## src/rtl/fifo_pkg.sv

```systemverilog
// Shared types and sizing for the FIFO read-side drain engine.
// Optional statistics outputs are enabled by defining FIFO_READER_STATS_EN.
package fifo_pkg;

    typedef enum logic [1:0] {
        IDLE  = 2'd0,
        RUN   = 2'd1,
        DRAIN = 2'd2
    } reader_state_e;

    localparam int STATS_W    = 32;
    localparam int SKID_DEPTH = 2;
    localparam int CNT_W      = $clog2(SKID_DEPTH + 1);

endpackage

```

## src/rtl/skid_buf2.sv

```systemverilog
// Two-entry push/pop buffer that absorbs the FIFO read latency.
// The head register drives the stream data directly.
module skid_buf2
    import fifo_pkg::*;
#(
    parameter int DATA_WIDTH = 16
) (
    input  logic                  clk,
    input  logic                  rst,
    input  logic                  push,
    input  logic                  pop,
    input  logic [DATA_WIDTH-1:0] push_data,
    output logic [DATA_WIDTH-1:0] head_data,
    output logic [CNT_W-1:0]      count
);

    logic [DATA_WIDTH-1:0] head_r;
    logic [DATA_WIDTH-1:0] tail_r;
    logic [CNT_W-1:0]      count_r;
    logic [DATA_WIDTH-1:0] head_s;
    logic [DATA_WIDTH-1:0] tail_s;
    logic [CNT_W-1:0]      count_s;

    // Next buffer contents from the push/pop pair.
    always_comb begin
        head_s  = head_r;
        tail_s  = tail_r;
        count_s = count_r;
        case ({push, pop})
            2'b10: begin
                count_s = count_r + CNT_W'(1);
                if (count_r == CNT_W'(0)) begin
                    head_s = push_data;
                end else begin
                    tail_s = push_data;
                end
            end
            2'b01: begin
                count_s = count_r - CNT_W'(1);
                head_s  = tail_r;
            end
            2'b11: begin
                // Simultaneous push and pop keeps occupancy; order is preserved via the tail.
                if (count_r == CNT_W'(2)) begin
                    head_s = tail_r;
                    tail_s = push_data;
                end else begin
                    head_s = push_data;
                end
            end
            default: begin
                count_s = count_r;
            end
        endcase
    end

    // Buffer storage and occupancy registers.
    always_ff @(posedge clk) begin
        if (rst) begin
            head_r  <= {DATA_WIDTH{1'b0}};
            tail_r  <= {DATA_WIDTH{1'b0}};
            count_r <= CNT_W'(0);
        end else begin
            head_r  <= head_s;
            tail_r  <= tail_s;
            count_r <= count_s;
        end
    end

    assign head_data = head_r;
    assign count     = count_r;

endmodule

```

## src/rtl/fifo_stream_reader.sv

```systemverilog
// Read-clock-domain drain engine: issues FIFO reads and presents a framed valid/ready stream.
// Define FIFO_READER_STATS_EN to add the words_o / stall_o counters.
module fifo_stream_reader
    import fifo_pkg::*;
#(
    parameter int DATA_WIDTH = 16,
    parameter int FRAME_LEN  = 8
) (
    input  logic                  rd_clk_i,
    input  logic                  rd_rst_i,
    input  logic                  en_i,
    output logic                  rd_en_o,
    input  logic [DATA_WIDTH-1:0] rd_data_i,
    input  logic                  empty_i,
    output logic                  m_valid_o,
    input  logic                  m_ready_i,
    output logic [DATA_WIDTH-1:0] m_data_o,
    output logic                  m_last_o,
    output logic                  busy_o
`ifdef FIFO_READER_STATS_EN
    ,
    output logic [STATS_W-1:0]    words_o,
    output logic [STATS_W-1:0]    stall_o
`endif
);

    localparam int FIDX_W = $clog2(FRAME_LEN);

    reader_state_e         state_r;
    reader_state_e         state_s;
    logic                  inflight_r;
    logic [FIDX_W-1:0]     fidx_r;
    logic [CNT_W-1:0]      count_s;
    logic [CNT_W:0]        occ_s;
    logic                  rd_en_s;
    logic                  pop_s;
    logic                  valid_s;

    skid_buf2 #(
        .DATA_WIDTH(DATA_WIDTH)
    ) u_buf (
        .clk       (rd_clk_i),
        .rst       (rd_rst_i),
        .push      (inflight_r),
        .pop       (pop_s),
        .push_data (rd_data_i),
        .head_data (m_data_o),
        .count     (count_s)
    );

    assign valid_s = (count_s != CNT_W'(0));
    assign pop_s   = valid_s && m_ready_i;

    // Read issue: occupancy after this cycle must leave room for the word we request.
    always_comb begin
        occ_s   = {1'b0, count_s} + {{CNT_W{1'b0}}, inflight_r} - {{CNT_W{1'b0}}, pop_s};
        rd_en_s = 1'b0;
        if (en_i && !empty_i && (state_r == RUN) && (occ_s < (CNT_W + 1)'(SKID_DEPTH))) begin
            rd_en_s = 1'b1;
        end else begin
            rd_en_s = 1'b0;
        end
    end

    // Next-state logic for IDLE/RUN/DRAIN.
    always_comb begin
        state_s = state_r;
        case (state_r)
            IDLE: begin
                if (en_i) state_s = RUN;
                else      state_s = IDLE;
            end
            RUN: begin
                if (!en_i) state_s = DRAIN;
                else       state_s = RUN;
            end
            DRAIN: begin
                if (en_i)                                        state_s = RUN;
                else if ((count_s == CNT_W'(0)) && !inflight_r)  state_s = IDLE;
                else                                             state_s = DRAIN;
            end
            default: state_s = IDLE;
        endcase
    end

    // State, in-flight tracking and frame position.
    always_ff @(posedge rd_clk_i) begin
        if (rd_rst_i) begin
            state_r    <= IDLE;
            inflight_r <= 1'b0;
            fidx_r     <= FIDX_W'(0);
        end else begin
            state_r    <= state_s;
            inflight_r <= rd_en_s;
            if (pop_s) begin
                if (fidx_r == FIDX_W'(FRAME_LEN - 1)) fidx_r <= FIDX_W'(0);
                else                                  fidx_r <= fidx_r + FIDX_W'(1);
            end else begin
                fidx_r <= fidx_r;
            end
        end
    end

`ifdef FIFO_READER_STATS_EN
    logic [STATS_W-1:0] words_r;
    logic [STATS_W-1:0] stall_r;

    // Delivered-word and backpressure-cycle counters, wrapping naturally.
    always_ff @(posedge rd_clk_i) begin
        if (rd_rst_i) begin
            words_r <= STATS_W'(0);
            stall_r <= STATS_W'(0);
        end else begin
            if (pop_s) words_r <= words_r + STATS_W'(1);
            else       words_r <= words_r;
            if (valid_s && !m_ready_i) stall_r <= stall_r + STATS_W'(1);
            else                       stall_r <= stall_r;
        end
    end

    assign words_o = words_r;
    assign stall_o = stall_r;
`endif

    assign rd_en_o   = rd_en_s;
    assign m_valid_o = valid_s;
    assign m_last_o  = valid_s && (fidx_r == FIDX_W'(FRAME_LEN - 1));
    assign busy_o    = (state_r != IDLE);

endmodule

```

## config.mk

```make
export PLATFORM = sky130hd
export DESIGN_NAME = fifo_stream_reader
export DESIGN_NICKNAME = d
export VERILOG_FILES = /design/src/rtl/fifo_pkg.sv /design/src/rtl/skid_buf2.sv /design/src/rtl/fifo_stream_reader.sv
export SDC_FILE = /design/constraint.sdc
export NUM_CORES = 1
export LEC_CHECK = 0
export ABC_AREA = 1
export CORE_MARGIN = 8
export CORE_UTILIZATION = 40
export CTS_CLUSTER_DIAMETER = 100
export DETAILED_ROUTE_END_ITERATION = 8
export DONT_BUFFER_PORTS = 1
export SYNTH_ARGS = -nofsm -noshare
export SYNTH_HDL_FRONTEND = slang
export SYNTH_SLANG_ARGS = --single-unit
```

## constraint.sdc

```tcl
create_clock -name rd_clk_i -period 2.3 [get_ports rd_clk_i]
set_clock_uncertainty 0.2 [all_clocks]
set_input_delay 0.23 -clock rd_clk_i [delete_from_list [all_inputs] [get_ports rd_clk_i]]
set_output_delay 0.23 -clock rd_clk_i [all_outputs]
set_load 0.01 [all_outputs]
```

; ---- Word-level counts from Yosys, hierarchy flattened
; Index checks and enable logic that the tools add are counted.
[classes]
order_cmp = 1
mux = 14
n_reduce_logical = 17
eq_ne = 10
n_addsub = 5
[op_table]
columns = operator, count
row1 = 16-bit two-way mux, 4
row2 = 16-bit one-hot mux with 3 select lines, 1
row3 = 16-bit one-hot mux with 2 select lines, 1
row4 = 2-bit == test (second input constant), 4
row5 = 2-bit nonzero test, 4
row6 = 1-bit logical AND, 6
row7 = 2-bit two-way mux, 3
row8 = 2-bit one-hot mux with 3 select lines, 1
row9 = 2-bit by 1-bit == test with 1-bit output (second input constant), 2
row10 = 2-bit zero test, 2
row11 = 2-bit != test (second input constant), 2
row12 = 2-bit one-hot mux with 2 select lines, 1
row13 = 2-bit by 1-bit adder with 3-bit output, 1
row14 = 3-bit by 1-bit adder with 3-bit output (second input constant), 1
row15 = 3-bit == test (second input constant), 1
row16 = 3-bit by 2-bit less-than comparator with 1-bit output (second input constant), 1
row17 = 3-bit two-way mux, 1
row18 = 3-bit AND reduction, 1
row19 = 3-bit nonzero test, 1
row20 = 3-bit by 1-bit subtractor with 3-bit output, 1
row21 = 2-bit by 1-bit adder with 2-bit output (second input constant), 1
row22 = 1-bit zero test, 2
row23 = 1-bit two-way mux, 2
row24 = 2-bit by 1-bit != test with 1-bit output (second input constant), 1
row25 = other kinds (2), 2
[word_totals]
ff_bits = 40
input_bits = 21
output_inout_bits = 20
wordCells = 53

; ---- Longest topological paths before layout
[logic_depth]
word_depth = 6
depth_mapped = 9
ltp_nobuf = 9

; ---- By module
; A second synthesis with hierarchy kept.
[hier_totals]
cells_unflattened = 328
area_unflattened_um2 = 2155.8
[modules_own_cells]
columns = module, instances, seq_area_each_um2, cells_per_inst, area_per_inst_um2
row1 = skid_buf2, 1, 680.7, 271, 1778.0
row2 = fifo_stream_reader, 1, 120.1, 57, 377.9

; ---- Least setup slack after synthesis
; OpenSTA, ideal clock, no wires.
[synth_path]
path_kind = register to output
from = register u_buf.count_r[1] (netlist: u_buf.count[1])
to = output rd_en_o
path_stages_with_launch = 7
t_required_ns = 1.870
slack_ns = 0.184
n_path_buf = 0
t_arrival_ns = 1.686
path_cell_list = dfxtp_1 nand2_1 nor2_1 o21ai_0 fa_1 nand3b_1 nor3_1
[synth_via]
elab_chain_len = 6
word_cells_on_any_way = 7
classes_between = add/sub (2) / order compare (1) / mux (1) / reduce/logical (3)
[synth_rtl]
columns = item, line
row1 = "start, declared", skid_buf2.sv:19  ; logic [CNT_W-1:0] count_r;
row2 = "start signal, assigned", skid_buf2.sv:66  ; count_r <= count_s;
row3 = branches (longest 2 deep; another with 2-bit by 1-bit adder with 3-bit output), -
row4 = 3-bit by 1-bit subtractor with 3-bit output *, fifo_stream_reader.sv:56  ; occ_s = {1'b0, count_s} + {{CNT_W{1'b0}}, inflight_r} - {{CNT_W{1'b0}}, pop_s};
row5 = 3-bit by 2-bit less-than comparator with 1-bit output *, fifo_stream_reader.sv:58  ; if (en_i && !empty_i && (state_r == RUN) && (occ_s < (CNT_W + 1)'(SKID_DEPTH))) begin
row6 = 1-bit logical AND *, fifo_stream_reader.sv:58
row7 = 1-bit two-way mux *, fifo_stream_reader.sv:58
row8 = "end, declared", fifo_stream_reader.sv:12  ; output logic rd_en_o,
; Every way passes the cells marked *.

; ---- Worst setup path after layout
[layout_path]
from = register u_buf.count_r[0] (netlist: u_buf.count[0])
to = output rd_en_o
; The elaborated chain is that of the path after synthesis.

==> qor.csv <==
metric,value,unit
status,"finished, final reports clean",
pin_count,41,
grt-ovfl-total,0,
drc,0,
synth_area_leader_cell,dfxtp_1,
power,1.37,mW
yosysTopAreaCellShare,37.6,%
highest_layer,met4,
antenna_left,0,
grt_pass1_vias,1830,
yosys-top-cells-area,"dfxtp_1 (38%), nand2_1 (15%), inv_1 (13%), nand3_1 (8.2%), nor2_1 (7.9%)",
crit_arrival,1830,ps
cp_cell_sequence,inv_4 > nand2_4 > nor2_4 > o21ai_2 > fa_1 > nand3b_1 > nor3_2 > buf_4,
worst_pin_slew,431,ps
path_max_fanout,4,
grt_max_degree,33,
grt_use_total,14.2,%
cts_made_buffers,5,
die_h,89.0,µm
critPathTopFamily,adder cells,
avgSynthCellArea,6.29,µm²
ys_seq_elements,40,
worst_slack,36.7,ps
synth_commonest_cells,"nand2_1 (86), inv_1 (72), nor2_1 (45), dfxtp_1 (40), nand3_1 (35)",
synth_top_family_by_area,simple AND/OR/NAND/NOR gates,
ir_drop,0.000188,V
ys.flop_type,dfxtp_1,
power_density,543,mW/mm²
numClockSinks,40,
cts_tree,built,
met3WireLength,337,µm
stdcell_area,0.00253,mm²
max_stage_delay,530,ps
grt_pass1_wl,8.88,mm
portBuffers,0,
place_congestion,0.762,
wl_met1,2.52,mm
slew_headroom,71.3,%
p_leak,1.36,nW
clk_pin_slew,70,ps
synth.distinct_cells,22,
path_buf_inv,2,
ys_async_sr_fraction,0,%
drv_cap,0,
hold_viol_final,0,
max_freq,442,MHz
htreeDepth,2,
n_antenna_cell,0,
hpwl,3.42,mm
synth_edf_count,0,
muxShareOfSynthArea,0,%
fin_crit,2260,ps
antenna_found_initial,0,
yosys_warnings,0,
drtPass1Iterations,4,
placed_area,0.00217,mm²
rsz0062_at_grt,true,
syn_area,0.00213,mm²
start_kind,register,
drtIter0Drc,138,
coreArea,0.00514,mm²
wl_met2,2.32,mm
r2r_setup_slack,350,ps
synthAdderAreaFrac,2.11,%
syn_nets,363,
rows,26,
wirelength,5.21,mm
min_path_type,in2reg,
num_vias,1972,
die_w,89.0,µm
crit_path_top_delay_cell,fa_1,
synth-xor-area-share,0,%
pre_cts_ws,102,ps
wl_per_cell,12.1,µm
die_area,0.00792,mm²
viasPerCell,4.56,
final_util,49.2,%
syn2layout_area_growth,18.7,%
synthSimpleGateAreaFrac,39.9,%
yosysSeqAreaShare,37.6,%
cp.required,1870,ps
clockBufferDepth,2,
clk_root_buffer_cell,clkbuf_8,
nNetsFinal,385,
critPathKind,reg2out,
synth_compound_area_share,2.58,%
post-route-period-util,98.4,%
setup_viol,0,
layout-drive-gt1-share,9.12,%
start_util,41.5,%
clock_latency,290,ps
end_kind,primary output,
synth.most_common_cell,nand2_1,
netlist_instances,339,
slew_violations,0,
flip-flops by register name, indices dropped and copies added, names as in the netlist:
signal and count:
inflight_r 1, state_r 2, u_buf.head_data 16, u_buf.tail_r 16
u_buf.count 2, fidx_r 3
path summary, 6_finish.rpt:
| check | from | endpoint | cells past startpoint |
|---|---|---|---|
| hold / removal | m_ready_i | u_buf.head_data[12] | 4 |
| setup / recovery | u_buf.count[0] | rd_en_o | 8 |
| setup reg to reg | u_buf.count[0] | inflight_r | 8 |
| hold reg to reg | u_buf.tail_r[11] | u_buf.tail_r[11] | 2 |
through the flow:
step / hold slack (ps) / setup TNS, ps / std cells
floorplan: 108 / 0 / 339
global placement: 118 / 0 / 399
detailed placement: 112 / 0 / 399
CTS: 0.652 / 0 / 431
global route: 16.6 / -84.2 / 432
finish: 8.88 / 0 / 432
layout by cell type (no fill, tap or decap), types with 5 or more instances in the layout:
master,netlist,final
dfxtp_1,40,39
nand4_1,16,16
nand2_2,5,5
nor2_1,45,44
o21ai_0,6,5
buf_4,2,12
nand3_1,35,35
dlygate4sd3_1,0,20
inv_1,72,72
nand2_1,86,85
clkbuf_8,0,6
timing repair:
action / 4_1_cts / 5_1_grt
setup endpoints to repair: 1 / 1
hold buffers: 20 / 0
resized for setup: 6 / 4
pin swaps: 2 / 2
endpoints found under the hold margin: 36 / 0
buffers inserted: 4 / 1
final cells by class:
type / count / area [µm²]
Fill cell: 589 / 2610
Multi-Input combinational cell: 207 / 973
Sequential cell: 40 / 805
Timing Repair Buffer: 32 / 290
Inverter: 75 / 284
Clock buffer: 8 / 90.1
Tap cell: 70 / 87.6
cell families after synthesis:
logic type	after synthesis
flip-flops	40
buffers and inverters	92
adder cells (fa/ha/maj)	3
AO/OA/AOI/OAI	10
AND/OR/NAND/NOR	194
metal layers:
layer	up-vias	GRT usage, %
li1	1062	-
met1	861	19.0
met4	0	2.72
met2	44	21.8
met5	-	0
met3	5	4.41
worst min-delay path: stages:
cell and delay [ps]:
nand4_1 70, nand3_1 70, nand2_1 50, inv_1 30
power by group:
group | total (mW) | internal, mW | switching, mW | leakage [nW]
Sequential | 0.733 | 0.712 | 0.0217 | 0.324
Clock | 0.477 | 0.245 | 0.232 | 0.0455
Combinational | 0.163 | 0.0720 | 0.0914 | 0.992
Total | 1.37 | 1.03 | 0.345 | 1.36
Note: power is estimated with default switching activity, not from simulation.
